`src/rtl/axi_rr_arbiter_rab_pkg.sv`:
```
// axi_rab_arb_pkg: arbitration state type and ID-width helper shared by axi_rr_arbiter_rab.
package axi_rab_arb_pkg;
  typedef enum logic {IDLE, LOCK} arb_state_e;
  function automatic int arb_id_width(input int n);
    return (n > 1) ? $clog2(n) : 1;
  endfunction
endpackage

```
`src/rtl/axi_rr_arbiter_rab_rr_prio_pick.sv`:
```
// rr_prio_pick: first set request at or after start, wrapping at N-1 back to 0.
module rr_prio_pick #(
  parameter int N = 4,
  parameter int W = 2
) (
  input  logic [N-1:0] req_i,
  input  logic [W-1:0] start_i,
  output logic         found_o,
  output logic [W-1:0] idx_o
);
  // Scanning from the far end lets the candidate nearest start overwrite the others.
  always_comb begin
    found_o = 1'b0;
    idx_o   = start_i;
    for (int k = N - 1; k >= 0; k--) begin
      if (req_i[(int'(start_i) + k) % N]) begin
        found_o = 1'b1;
        idx_o   = W'((int'(start_i) + k) % N);
      end
    end
  end
endmodule

```
`src/rtl/axi_rr_arbiter_rab.sv`:
```
// axi_rr_arbiter_rab: round-robin valid/ready arbiter with zero-latency muxing and stall lock.
// Define AXI_RR_ARB_BURST_LOCK_EN to hold the grant until the last beat; otherwise beats interleave.
module axi_rr_arbiter_rab
  import axi_rab_arb_pkg::*;
#(
  parameter  int NUM_IN     = 4,
  parameter  int DATA_WIDTH = 64,
  localparam int ID_WIDTH   = arb_id_width(NUM_IN)
) (
  input  logic                         clk,
  input  logic                         rstn,
  input  logic [NUM_IN-1:0]            in_valid,
  input  logic [NUM_IN*DATA_WIDTH-1:0] in_data,
  input  logic [NUM_IN-1:0]            in_last,
  output logic [NUM_IN-1:0]            in_ready,
  output logic                         out_valid,
  output logic [DATA_WIDTH-1:0]        out_data,
  output logic                         out_last,
  output logic [ID_WIDTH-1:0]          out_id,
  input  logic                         out_ready
);
  arb_state_e          state_q, state_d;
  logic [ID_WIDTH-1:0] gnt_q, gnt_d, rr_ptr_q, rr_ptr_d, pick_idx, sel, sel_nxt;
  logic                found, hs, last_eff, adv;

  rr_prio_pick #(.N(NUM_IN), .W(ID_WIDTH)) u_pick (
    .req_i  (in_valid),
    .start_i(rr_ptr_q),
    .found_o(found),
    .idx_o  (pick_idx)
  );

  assign sel       = (state_q == LOCK) ? gnt_q : pick_idx;
  assign out_valid = rstn & in_valid[sel];
  assign out_data  = in_data[sel*DATA_WIDTH +: DATA_WIDTH];
  assign out_last  = in_last[sel];
  assign out_id    = sel;
  assign in_ready  = {NUM_IN{rstn & out_ready & (found | (state_q == LOCK))}} & (NUM_IN'(1) << sel);
  assign hs        = out_valid & out_ready;
`ifdef AXI_RR_ARB_BURST_LOCK_EN
  assign last_eff  = out_last;
`else
  assign last_eff  = 1'b1;
`endif
  assign sel_nxt   = (sel == ID_WIDTH'(NUM_IN - 1)) ? '0 : sel + 1'b1;
  assign adv       = hs & last_eff;
  // Any presented beat that does not end the grant pins the selection, so a stall cannot be pre-empted.
  assign state_d   = adv ? IDLE : (out_valid ? LOCK : state_q);
  assign gnt_d     = (!adv && out_valid) ? sel : gnt_q;
  assign rr_ptr_d  = adv ? sel_nxt : rr_ptr_q;

  always_ff @(posedge clk or negedge rstn) begin
    if (!rstn) begin
      state_q  <= IDLE;
      gnt_q    <= '0;
      rr_ptr_q <= '0;
    end else begin
      state_q  <= state_d;
      gnt_q    <= gnt_d;
      rr_ptr_q <= rr_ptr_d;
    end
  end
endmodule
```
`config.mk`:
```
export PLATFORM = sky130hd
export DESIGN_NAME = axi_rr_arbiter_rab
export DESIGN_NICKNAME = d
export VERILOG_FILES = /design/src/rtl/axi_rr_arbiter_rab_pkg.sv /design/src/rtl/axi_rr_arbiter_rab_rr_prio_pick.sv /design/src/rtl/axi_rr_arbiter_rab.sv
export SDC_FILE = /design/constraint.sdc
export NUM_CORES = 1
export LEC_CHECK = 0
export BUFFER_PORTS_ARGS = -buffer_cell sky130_fd_sc_hd__buf_2
export CORE_AREA = 3 3 131 133
export CTS_BUF_LIST = sky130_fd_sc_hd__clkbuf_8
export CTS_CLUSTER_SIZE = 30
export DETAILED_ROUTE_END_ITERATION = 6
export DIE_AREA = 0 0 134 136
export PLACE_DENSITY = 0.48
export SKIP_CTS_REPAIR_TIMING = 1
export SYNTH_ARGS = -nofsm -noshare
export SYNTH_HDL_FRONTEND = slang
export SYNTH_SLANG_ARGS = --single-unit
```
`constraint.sdc`:
```
create_clock -name clk -period 4.5 [get_ports clk]
set_input_delay 0.45 -clock clk [delete_from_list [all_inputs] [get_ports clk]]
set_output_delay 0.45 -clock clk [all_outputs]
set_load 0.02 [all_outputs]
```
### Yosys cells after proc, flatten, opt, wreduce, memory -nomap -nowiden

Cells that the tools add are included.
W data, S select, Z words.

| storage, ports and cells | value |
|---|---|
| output and inout bits | 72 |
| bits in registers | 5 |
| word-level logic and storage cells | 57 |
| bits of input ports | 267 |

| operators by class | value |
|---|---|
| eq/ne operators | 1 |
| shift operators | 2 |
| bitwise gates (word level) | 9 |
| order comparisons | 5 |
| $add $sub $neg | 4 |
| reductions and logical operators | 6 |
| muxes and demuxes | 27 |

Operator list:

| kind | count |
|---|---|
| $shiftx A256 B9 Y64 | 1 |
| $mux W1 | 15 |
| $bmux W1 S2 | 6 |
| $lt A3 B4 Y1 const B | 3 |
| $mux W2 | 6 |
| $lt A2 B3 Y1 const B | 2 |
| $reduce_or A2 Y1 | 3 |
| $add A2 B1 Y2 const B | 2 |
| $add A2 B2 Y2 const B | 2 |
| $and A1 B1 Y1 | 4 |
| $and A4 B4 Y4 | 1 |
| $shl A1 B2 Y4 const A | 1 |
| $and A1 B1 Y1 const A | 3 |
| $eq A2 B2 Y1 const B | 1 |
| $reduce_bool A2 Y1 | 1 |
| $logic_and A1 B1 Y1 | 1 |
| $logic_not A1 Y1 | 1 |
| $or A1 B1 Y1 | 1 |

### Depth between registers and ports, before layout

Gate-level depths: netlist (run 1).

| logic depth | value |
|---|---|
| depth in word-level cells | 17 |
| gate-level depth with buffers | 11 |
| gate-level depth less buffers | 7 |

### Modules after synthesis

Synthesis (run 1) repeated with hierarchy kept, for this count alone.

| second synthesis, totals | value |
|---|---|
| cell total of the unflattened synthesis | 482 |
| area total of the unflattened synthesis | 2436.1 um^2 |

By module, submodules not included:

| module | cells each | area an instance (um^2) | sequential area each (um^2) | instances |
|---|---|---|---|---|
| axi_rr_arbiter_rab | 466 | 2336.0 | 125.1 | 1 |
| rr_prio_pick | 16 | 100.1 | 0.0 | 1 |

### Worst setup path before layout (run 1)

OpenSTA, ideal clock, no wires.

| timing path | value |
|---|---|
| path kind | in2out |
| from | input in_valid[0] |
| to | output in_ready[1] |
| stages | 10 |
| arrival time | 2.118 ns |
| slack | 1.932 ns |
| path buffers | 3 |
| data required time | 4.050 ns |
| path through | nor2b_1 > nor3_1 > a31oi_1 > o31a_1 > buf_4 > buf_6 > buf_2 > inv_1 > ha_1 > and2_1 |

| between the ends | value |
|---|---|
| word-level cells in the longest chain between the ends | 10 |
| elaborated cells between the ends (all ways) | 24 |
| classes of those cells | shift: 1; mux: 20; bitwise: 3 |

RTL lines:

| item | RTL line | RTL |
|---|---|---|
| start: declaration | axi_rr_arbiter_rab.sv:12 | `input logic [NUM_IN-1:0] in_valid,` |
| $bmux W1 S2 | axi_rr_arbiter_rab_rr_prio_pick.sv:16 | `if (req_i[(int'(start_i) + k) % N]) begin` |
| $mux W1 (implied by the code) (2 in series) | axi_rr_arbiter_rab_rr_prio_pick.sv:16 |  |
| $mux W2 (3 in series) | axi_rr_arbiter_rab_rr_prio_pick.sv:16 |  |
| $mux W2 (*) | axi_rr_arbiter_rab_rr_prio_pick.sv:16 |  |
| $mux W2 (*) | axi_rr_arbiter_rab.sv:33 | `assign sel = (state_q == LOCK) ? gnt_q : pick_idx;` |
| named net out_id[0] | axi_rr_arbiter_rab.sv:19 | `output logic [ID_WIDTH-1:0] out_id,` |
| $shl A1 B2 Y4 (*) | axi_rr_arbiter_rab.sv:38 | `assign in_ready = {NUM_IN{rstn & out_ready & (found \| (state_q == LOCK))}} & (NUM_IN'(1) << sel);` |
| $and A4 B4 Y4 (*) | axi_rr_arbiter_rab.sv:38 |  |
| end: declaration | axi_rr_arbiter_rab.sv:15 | `output logic [NUM_IN-1:0] in_ready,` |

Mark *: on every way through the listed nets, which the timed path passes. The rest lies on a longest branch. The select of a mux whose other input is x is not followed.

### Worst setup path after layout (run 1)

| timing path | value |
|---|---|
| from | register rr_ptr_q[0] |
| to | output out_data[58] |

| between the ends | value |
|---|---|
| word-level cells in the longest chain between the ends | 10 |
| elaborated cells between the ends (all ways) | 20 |
| classes of those cells | add/sub: 3; shift: 1; mux: 16 |

RTL lines:

| item | RTL line | RTL |
|---|---|---|
| start: declaration | axi_rr_arbiter_rab.sv:23 | `logic [ID_WIDTH-1:0] gnt_q, gnt_d, rr_ptr_q, rr_ptr_d, pick_idx, sel, sel_nxt;` |
| start signal: assignment | axi_rr_arbiter_rab.sv:60 | `rr_ptr_q <= rr_ptr_d;` |
| $add A2 B2 Y2 | axi_rr_arbiter_rab_rr_prio_pick.sv:16, axi_rr_arbiter_rab_rr_prio_pick.sv:18 |  |
| $bmux W1 S2 | axi_rr_arbiter_rab_rr_prio_pick.sv:16 |  |
| $mux W1 (implied by the code) (2 in series) | axi_rr_arbiter_rab_rr_prio_pick.sv:16 |  |
| $mux W2 (3 in series) | axi_rr_arbiter_rab_rr_prio_pick.sv:16 |  |
| $mux W2 (*) | axi_rr_arbiter_rab_rr_prio_pick.sv:16 |  |
| $mux W2 (*) | axi_rr_arbiter_rab.sv:33 |  |
| $shiftx A256 B9 Y64 (*) | axi_rr_arbiter_rab.sv:35 | `assign out_data = in_data[sel*DATA_WIDTH +: DATA_WIDTH];` |
| end: declaration | axi_rr_arbiter_rab.sv:17 | `output logic [DATA_WIDTH-1:0] out_data,` |

Every way passes the cells marked *; elsewhere a longest branch is shown, timed or not. The select of a mux whose other input is x is not followed.

==> summary.txt, run 1 <==
Unrepaired setup endpoints after global routing: false
Clock Power Share: 2.2%
Hold Violations, Final: 0
Switching Share: 65.1%
Reg2reg start: rr_ptr_q[0]
Int Power: 1270 uW
Dominant cells by area after synthesis: nand2_1 (20%), a211oi_1 (19%), nor2b_1 (17%)
FP Rows: 46
Worst Setup End Kind: primary output
Flop pwr share: 2.7%
Slew Limit Fails: 0
Synthesis-to-finish area growth: 70.6%
Status: finished clean
Combinational power share: 95.0%
Crit start category: register
Critical path arrival: 2.86 ns
Initial antenna violation count: 0
Seq/Total Area, Yosys: 4.80%
Iteration-0 DRC Markers: 189
Final WS setup: 1.19 ns
Initial Util: 16.3%
Die height: 136 um
Commonest non-fill, non-tap cell in the layout: buf_2
Longest Clk Path Bufs: 2
Fin nets: 1013
Mapped Cells: 437
Reg2reg setup slack: 1.90 ns
Most frequent cells in the layout: buf_2 (338), nand2_1 (136), nor2b_1 (69)
Max Cap Viol: 0
Dpl ws: 1.21 ns
Routed vias: 4254
Unique masters post-synth: 36
Diode count: 0
Die Width: 134 um
I/O pin total: 339
DR vias/cell: 4.45
R2R Path End: rr_ptr_q[1]
CTS sink count: 5
Req. time, crit path: 4.05 ns
Final-report setup violation count: 0
CTS tree: done
Critical Path Fanout Max: 199
Reg2reg path depth: 6
Leakage: 0.00226 uW
Post-Syn Nets: 708
H-tree levels: 1
WL final: 13.3 mm
Worst-skew pair later-pin latency: 0.22 ns
Number of global-route vias before repair: 3872
Max transition margin: 43.9%
Largest net degree at the start of global routing: 200
Syn Area/Cell: 5.96 sq um
Synthesis warning total: 0
Max frequency: 302 MHz
Pwr dens: 820 nW/um^2
Routed Antenna Nets: 0
Sw Pwr: 2370 uW
Mapped Area: 2600 sq um
First-pass GRT wire length: 19.1 mm
EDFF count, synth: 0
Tmin final: 3.31 ns
Ratio of final minimum period to clock period: 73.6%
1st-pass router iterations: 4
Crit path kind: register to primary output
# DRC: 0
Total CTS buffers: 3
Total Routing Usage GR: 12.5%
GP Congestion: 0.847
Die area: 18200 sq um
Most used DFF post-synth: dfrtp_1
Hpwl dp: 10.6 mm
Total global routing overflow: 0
HP Class: primary input to asynchronous set/reset pin
Share of the synthesized area in the top cell type: 19.6%
Fillcell total: 1821
Root Driver: clkbuf_8
Core area: 15900 sq um
Setup TNS: 0 ns
Yosys reg bits: 5
Clk slew on worst S/H paths: 0.04 ns
WL/cell: 13.9 um
Peak VDD IR: 678 uV
Clock Skew: 0.000800 ns
Async SR Flop Fraction: 100%
I/O Buffers: 338
Slew @ Worst Pin: 0.842 ns
Cell taking the most area after synthesis: nand2_1
Share of cells above drive strength 1: 48.0%
flip-flops by register name, indices dropped and copies added (netlist names):
signal    flops
state_q       1
gnt_q         2
rr_ptr_q      2
worst max path at each step:
stage | cells after the start | startpoint | end
final | 8 | rr_ptr_q[0] | out_data[58]
after global routing | 8 | rr_ptr_q[0] | out_data[58]
after CTS | 8 | rr_ptr_q[0] | out_data[58]
after detailed placement | 9 | in_valid[0] | out_data[58]
after global placement | 9 | in_valid[0] | out_data[58]
after floorplan | 10 | in_valid[0] | in_ready[1]
cells in the mapped netlist (all sizes together) (2+ instances only):
cell,number
nor2,5
inv,5
nand2,136
buf,44
mux2,2
nand2b,3
and2,4
a31oi,67
nor3,2
clkbuf,2
a21oi,4
ha,4
nor2b,69
a211oi,66
dfrtp,5
mux2i,3
stage by stage:
step / power [uW] / instance area (sq um) / std cells / util, % / hold WS (ns)
finish: 3640 / 4440 / 957 / 27.9 / 0.0895
global route: 3960 / 4440 / 957 / 27.9 / 0.0886
CTS: 3670 / 4440 / 957 / 27.9 / 0.0837
detailed placement: 3570 / 4400 / 953 / 27.6 / 0.318
global placement: 3600 / 4400 / 953 / 27.6 / 0.318
floorplan: 2600 / 2610 / 437 / - / 0.154
metal layers:
metal	vias up	track usage, %	part of all wire [%]
met4	0	0.629	0.52
met1	1869	14.4	39
met3	6	2.48	8.8
met2	202	24.6	51
met5	-	0	0
li1	2177	-	-
critical path, stage by stage, from the launching register on:
cell and delay [ns]:
dfrtp_1 0.49, nor2b_1 0.12, o311ai_2 0.29, a21boi_4 0.28, buf_12 0.52, nor2b_1 0.10, a211oi_1 0.44, a31oi_1 0.06
buf_2 0.20
power groups by stage:
stage	Sequential [uW]	Clock [uW]	Combinational (uW)
6_report	99.7	80.9	3460
5_1_grt	106	87.7	3770
4_1_cts	99.9	82.9	3480
3_5_place_dp	99.9	0	3470
3_3_place_gp	101	0	3500
2_1_floorplan	71.5	0	2530
layout make-up:
cell class | count | area, sq um | share of cell area (%)
Multi-Input combinational cell | 381 | 2210 | 49.7
Timing Repair Buffer | 346 | 1780 | 40.0
Sequential cell | 5 | 125 | 2.82
Clock inverter | 1 | 3.75 | 0.0845
Clock buffer | 3 | 41.3 | 0.929
Inverter | 5 | 18.8 | 0.422
Tap cell | 216 | 270 | 6.08
logic make-up after synthesis:
kind of cell,Yosys count,share of synthesized area (%)
simple gates,227,41.8
fa+ha+maj,4,1.92
mux,5,2.02
flops,5,4.80
buf+inv,51,10.5
compound gates,145,38.9
No activity file was read; power rests on OpenSTA's default activity.
==> run 2, diff against run 1 <==
--- a/config.mk
+++ b/config.mk
@@ -5,13 +5,14 @@
 export SDC_FILE = /design/constraint.sdc
 export NUM_CORES = 1
 export LEC_CHECK = 0
+export ABC_AREA = 1
 export BUFFER_PORTS_ARGS = -buffer_cell sky130_fd_sc_hd__buf_2
-export CORE_AREA = 3 3 131 133
+export CORE_AREA = 3 3 129 131
 export CTS_BUF_LIST = sky130_fd_sc_hd__clkbuf_8
 export CTS_CLUSTER_SIZE = 30
 export DETAILED_ROUTE_END_ITERATION = 6
-export DIE_AREA = 0 0 134 136
-export PLACE_DENSITY = 0.48
+export DIE_AREA = 0 0 132 134
+export PLACE_DENSITY = 0.49
 export SKIP_CTS_REPAIR_TIMING = 1
 export SYNTH_ARGS = -nofsm -noshare
 export SYNTH_HDL_FRONTEND = slang
==> constraint.sdc (replaced) <==
create_clock -name clk -period 3.26 [get_ports clk]
set_input_delay 0.326 -clock clk [delete_from_list [all_inputs] [get_ports clk]]
set_output_delay 0.326 -clock clk [all_outputs]
set_load 0.02 [all_outputs]
==> run 2 against run 1 <==
Effect of this change: synthesized area down 6.1%; setup slack lost 0.92 ns; final area down 1.9%; synthesized cell count up 7.1%; die area shrank 2.9%; wire length is 3.9% higher; clock-buffer cell count did not move; power is 95% higher; via count increased by 6.7%; largest power group unchanged.
==> summary.txt, run 2 <==
Die Width: 132 um (-1.5%)
Total Routing Usage GR: 14.0% (+1.5 points)
Placed Instance Area: 4300 sq um (-2.2%)
First-pass GRT wire length: 20.8 mm (+8.8%)
Root Driver: clkbuf_8
Unique masters post-synth: 24 (-33%)
Cells after DPL: 994 (+4.3%)
Total CTS buffers: 3 (unchanged)
Crit start category: register
EDFF count, synth: 0 (unchanged)
Hold wc startpoint: out_ready
Share of the synthesized area in the top cell type: 20.6% (+0.97 points)
Hold worst-path end: rr_ptr_q[0]
Unrepaired setup endpoints after global routing: false
Routed Antenna Nets: 0 (unchanged)
Number of global-route vias before repair: 4183 (+8.0%)
Core area: 15700 sq um (-1.4%)
Dominant cells by area after synthesis: nor2_1 (21%), o22ai_1 (17%), o21ai_1 (16%)
Critical Path Fanout Max: 44 (-78%)
Longest Clk Path Bufs: 2 (unchanged)
Critical-path cell list: inv_1 -> nand2_1 -> nand2_2 -> nand2_1 -> nand2_1 -> nand2_1 -> nand2_1 -> nand2_1 -> nand2_1 -> nand2_1 -> nand3_2 -> nand2_4 -> inv_2 -> buf_12 -> o21ai_0 -> o22ai_1 -> buf_2
Critical path's slowest cell: dfrtp_2
Async SR Flop Fraction: 100% (unchanged)
Critical path arrival: 2.67 ns (-0.19 ns)
Commonest cells in the netlist: nor2_1 (134), o21ai_1 (78), o22ai_1 (65)
Max Cap Viol: 0 (unchanged)
Die height: 134 um (-1.5%)
Slew Limit Fails: 0 (unchanged)
Routed vias: 4540 (+6.7%)
Pwr dens: 1630 nW/um^2 (+98%)
I/O pin total: 339 (unchanged)
GP Congestion: 0.840 (-0.81%)
HP Class: primary input to register
Req. time, crit path: 2.93 ns (-1.12 ns)
CTS tree: done
Critical path's most frequent cell: nand2_1
Largest net degree at the start of global routing: 84 (-58%)
Initial antenna violation count: 0 (unchanged)
Max transition margin: 73.9% (+30 points)
Most used DFF post-synth: dfrtp_1
Cell taking the most area after synthesis: nor2_1
Worst-skew pair later-pin latency: 0.22 ns (about the same)
Post-Syn Nets: 739 (+4.4%)
# DRC: 0 (unchanged)
Initial Util: 15.6% (-0.77 points)
Worst Setup End Kind: primary output
Tmin final: 2.99 ns
Reg2reg setup slack: 0.85 ns (-1.05 ns)
Setup TNS: 0 ns (unchanged)
Reg2reg start: rr_ptr_q[0]
FP Rows: 46 (unchanged)
Mapped Cells: 468 (+7.1%)
Die area: 17700 sq um (-2.9%)
Peak VDD IR: 748 uV (+10%)
Iteration-0 DRC Markers: 217 (+15%)
Top flop regs: gnt_q (2), rr_ptr_q (2), state_q (1)
Crit path kind: register to primary output
Status: finished clean
R2R Path End: gnt_q[1]
Mapped Area: 2450 sq um (-6.1%)
Share of cells above drive strength 1: 47.6% (-0.41 points)
H-tree levels: 1 (unchanged)
I/O Buffers: 338 (unchanged)
Slew @ Worst Pin: 0.391 ns (-0.451 ns)
Diode count: 0 (unchanged)
Hold Violations, Final: 0 (unchanged)
DR vias/cell: 4.54 (+2.2%)
Total global routing overflow: 0 (unchanged)
Synthesis warning total: 0 (unchanged)
Fin nets: 1055 (+4.1%)
Yosys reg bits: 5 (unchanged)
Clock Skew: 0.00225 ns (+0.00145 ns)
Most frequent cells in the layout: buf_2 (338), nor2_1 (134), o21ai_1 (78)
Hold Path Depth: 3
Final instance area: 4360 sq um (-1.9%)
WL final: 13.8 mm (+3.9%)
CTS sink count: 5 (unchanged)
WL/cell: 13.8 um (-0.50%)
Final-report setup violation count: 0 (unchanged)
Non-Filler Instances: 999 (+4.4%)
Commonest non-fill, non-tap cell in the layout: buf_2
Seq/Total Area, Yosys: 5.12% (+0.31 points)
Hpwl dp: 11.2 mm (+5.3%)
Ratio of final minimum period to clock period: 91.8%
Reg2reg path depth: 18 (+12)
1st-pass router iterations: 5 (+1)
Syn Area/Cell: 5.23 sq um (-12%)
Max frequency: 334 MHz
Clk slew on worst S/H paths: 0.04 ns (about the same)
Synthesis-to-finish area growth: 78.3%
Max stage delay on crit path: 0.49 ns (-0.03 ns)
Most frequent cell after synthesis: nor2_1
Leakage: 0.00231 uW (+2.2%)
## run 2: where the power goes
group          internal, uW  switching [uW]  total [uW]
sequential             92.2            42.3         134
clock                  80.9            33.0         114
combinational          2310            4530        6840
total                  2480            4610        7090
## run 2: how the worst max path moves through the flow
stage	slack, ns	to	cells past startpoint	start
final	0.27	out_data[10]	17	rr_ptr_q[0]
after global routing	0.01	out_data[48]	16	rr_ptr_q[0]
after CTS	0.09	out_data[62]	14	rr_ptr_q[0]
after detailed placement	0.34	out_data[62]	14	rr_ptr_q[0]
after global placement	0.39	out_data[62]	14	rr_ptr_q[0]
after floorplan	0.93	in_ready[2]	17	rr_ptr_q[0]
## run 2: stage by stage
step | power [uW] | setup WS, ns | hold slack [ns] | utilization [%]
after global placement | 7020 | 0.391 | 0.200 | 27.4
after global routing | 7740 | 0.0122 | 0.431 | 27.8
after floorplan | 4990 | 0.932 | 0.0304 | -
after detailed placement | 6980 | 0.342 | 0.199 | 27.4
after CTS | 7120 | 0.0881 | -0.0320 | 27.7
final | 7090 | 0.266 | 0.414 | 27.8
## run 2: layout make-up
| class | count | area [sq um] |
|---|---|---|
| well taps | 216 | 270 |
| repair buffers | 355 | 1900 |
| fillers | 1850 | 11400 |
| clock buffers | 3 | 41.3 |
| multi-input cells | 403 | 1960 |
| flip-flops and latches | 5 | 126 |
| inverters | 16 | 65.1 |
| clock inverters | 1 | 3.75 |
## run 2: per-layer routing
layer / up-vias / share of wire, % / GRT usage (%) / routed length, um
li1: 2283 / - / - / -
met4: 0 / 1.7 / 3.27 / 235
met2: 227 / 49 / 25.0 / 6710
met1: 2012 / 42 / 17.5 / 5790
met3: 18 / 7.8 / 2.33 / 1080
met5: - / 0 / 0 / 0
## run 2: worst max-delay path, delay by kind of cell (launching register included)
kind	cells	cell delay, ns
flip-flops	1	0.49
buffers and inverters	4	0.87
AND/OR/NAND/NOR	11	0.66
AO/OA/AOI/OAI	2	0.38
## run 2: kinds of logic (layout without fill, tap and decap cells)
logic type | after synthesis | count (layout) | share of synthesized area, %
buffers and inverters | 60 | 375 | 14.9
AO/OA/AOI/OAI | 199 | 199 | 44.3
flip-flops | 5 | 5 | 5.12
adder cells (fa/ha/maj) | 4 | 4 | 2.05
AND/OR/NAND/NOR | 200 | 200 | 33.6
==> run 3, diff against run 2 <==
--- a/config.mk
+++ b/config.mk
@@ -12,7 +12,8 @@
 export CTS_CLUSTER_SIZE = 30
 export DETAILED_ROUTE_END_ITERATION = 6
 export DIE_AREA = 0 0 132 134
-export PLACE_DENSITY = 0.49
+export MAX_ROUTING_LAYER = met4
+export PLACE_DENSITY = 0.55
 export SKIP_CTS_REPAIR_TIMING = 1
 export SYNTH_ARGS = -nofsm -noshare
 export SYNTH_HDL_FRONTEND = slang
==> run 3 against run 2 <==
Effect of this change: global-route usage hardly changed; via count is 0.62% higher; worst hold slack worse by 0.00088 ns; final area is 0.29% lower; largest cell class unchanged; largest power group unchanged; cell count stayed put.
==> summary.txt, run 3 (same netlist as run 2, synthesis figures left out) <==
Largest net degree at the start of global routing: 97 (+15%)
Met2 WL post-DR: 6.50 mm (-3.1%)
Root Driver: clkbuf_8
Final-report setup violation count: 0 (unchanged)
Multi-input gate area: 1960 sq um (unchanged)
Int Power: 2450 uW (-1.3%)
Most frequent cells in the layout: buf_2 (338), nor2_1 (134), o21ai_1 (78)
Die Width: 132 um (unchanged)
Hold Violations, Final: 0 (unchanged)
Total global routing overflow: 0 (unchanged)
Hpwl dp: 10.6 mm (-4.7%)
# DRC: 0 (unchanged)
Critical path's slowest cell: dfrtp_2
Pwr dens: 1610 nW/um^2 (-1.0%)
Crit start category: register
Crit path kind: register to primary output
Initial Util: 15.6% (unchanged)
Max transition margin: 73.5% (-0.48 points)
H-tree levels: 1 (unchanged)
Routed Antenna Nets: 0 (unchanged)
Number of global-route vias before repair: 4356 (+4.1%)
Longest Clk Path Bufs: 2 (unchanged)
Top flop regs: gnt_q (2), rr_ptr_q (2), state_q (1)
Status: finished clean
Share of cells above drive strength 1: 47.6% (-0.067 points)
FP Rows: 46 (unchanged)
Clock Power Share: 1.5% (about the same)
Die area: 17700 sq um (unchanged)
Worst Setup End Kind: primary output
Hold Path Depth: 3 (unchanged)
Req. time, crit path: 2.93 ns (about the same)
Reg2reg path depth: 15 (-3)
I/O Buffers: 338 (unchanged)
Max stage delay on crit path: 0.48 ns (about the same)
Total CTS buffers: 3 (unchanged)
Routed vias: 4568 (+0.62%)
Synthesis-to-finish area growth: 77.7%
Iteration-0 DRC Markers: 189 (-13%)
I/O pin total: 339 (unchanged)
Tmin final: 3.01 ns (+0.0166 ns)
Peak VDD IR: 734 uV (-1.8%)
Final WS setup: 0.250 ns (-0.0166 ns)
Critical path arrival: 2.68 ns (about the same)
Initial antenna violation count: 1 (+1)
Slew @ Worst Pin: 0.398 ns (+0.00723 ns)
Slew Limit Fails: 0 (unchanged)
Top Metal Used: met4
Combinational power share: 96.6% (about the same)
Fin nets: 1054 (-0.095%)
Met1 Routed Length: 5.34 mm (-7.8%)
CTS tree: done
Fillcell total: 1775 (-4.1%)
GP Congestion: 0.860 (+2.4%)
CTS sink count: 5 (unchanged)
Max Cap Viol: 0 (unchanged)
Total Routing Usage GR: 14.0% (-0.024 points)
Unrepaired setup endpoints after global routing: false
Ratio of final minimum period to clock period: 92.3% (+0.51 points)
Critical Path Fanout Max: 30 (-32%)
WL/cell: 13.2 um (-4.3%)
1st-pass router iterations: 6 (+1)
Die height: 134 um (unchanged)
Clock Skew: 0.000557 ns (-0.00169 ns)
Sequential Area: 126 sq um (unchanged)
Max frequency: 332 MHz (-0.55%)
Flop pwr share: 1.9% (about the same)
Setup TNS: 0 ns (unchanged)
Sw Pwr: 4550 uW (-1.3%)
HP Class: primary input to register
Commonest non-fill, non-tap cell in the layout: buf_2
Core area: 15700 sq um (unchanged)
Clk slew on worst S/H paths: 0.03 ns (about the same)
Critical-path cell list: inv_1 -> nand2_1 -> nand3_1 -> nand2_1 -> nand3_1 -> nand3_1 -> nand2_1 -> nand2_2 -> nand2_4 -> nand2_4 -> inv_4 -> buf_12 -> buf_4 -> o21ai_0 -> o22ai_1 -> buf_2
Dpl ws: 0.404 ns (+0.0624 ns)
Switching Share: 65.0% (about the same)
Leakage: 0.00230 uW (-0.26%)
First-pass GRT wire length: 20.4 mm (-2.2%)
DR vias/cell: 4.57 (+0.62%)
WL met3: 1.10 mm (+1.9%)
Worst-skew pair later-pin latency: 0.22 ns (about the same)
WL final: 13.2 mm (-4.3%)
==> run 3: changes by cell type in the layout (fill, tap and decap cells not counted), sizes merged <==
cell	previous run	this run
buf	354	353
diode	0	1
==> run 3: power groups by stage <==
stage          sequential [uW]  clock [uW]  combinational (uW)
6_report                   133         108                6760
5_1_grt                    138         117                7420
4_1_cts                    131         111                6780
3_5_place_dp               132           0                6770
3_3_place_gp               131           0                6780
2_1_floorplan              109           0                4880
==> run 3: worst max-delay path, delay by kind of cell, from the launching register on <==
family,cells,cell delay [ns]
AOI/OAI and AO/OA,2,0.29
buffers and inverters,5,0.96
DFF,1,0.48
and+or+nand+nor,9,0.72
==> run 3: cell type report <==
type | count | area share [%]
clock inverter | 1 | 0.0863
sequential | 5 | 2.91
clock buffer | 3 | 0.950
multi-input combinational | 403 | 45.0
tap | 216 | 6.22
antenna | 1 | 0.0576
inverter | 16 | 1.44
timing repair buffer | 354 | 43.3
==> run 3: worst paths after layout <==
path | start | end | slack (ns)
max in group asynchronous | rstn | rr_ptr_q[0] | 2.55
min reg2reg | gnt_q[0] | gnt_q[0] | 0.47
max reg2reg | rr_ptr_q[0] | state_q | 0.83
min | out_ready | rr_ptr_q[0] | 0.41
min in group asynchronous | rstn | rr_ptr_q[1] | 0.50
max | rr_ptr_q[0] | out_data[22] | 0.25
==> run 3: metal layers <==
layer  vias to the layer above  track usage [%]
li1                       2282                -
met1                      2017             15.6
met3                        20             2.40
met2                       249             26.0
met5                         -                -
met4                         0             2.92
==> run 3: through the flow <==
stage	utilization (%)	power [uW]	std cells	hold slack (ns)	cell area, sq um
2_1_floorplan	-	4990	468	0.0304	2450
3_3_place_gp	27.2	6910	993	0.198	4280
3_5_place_dp	27.2	6900	993	0.191	4280
4_1_cts	27.5	7020	997	-0.0374	4330
5_1_grt	27.7	7670	999	0.426	4350
6_report	27.7	7000	999	0.413	4350
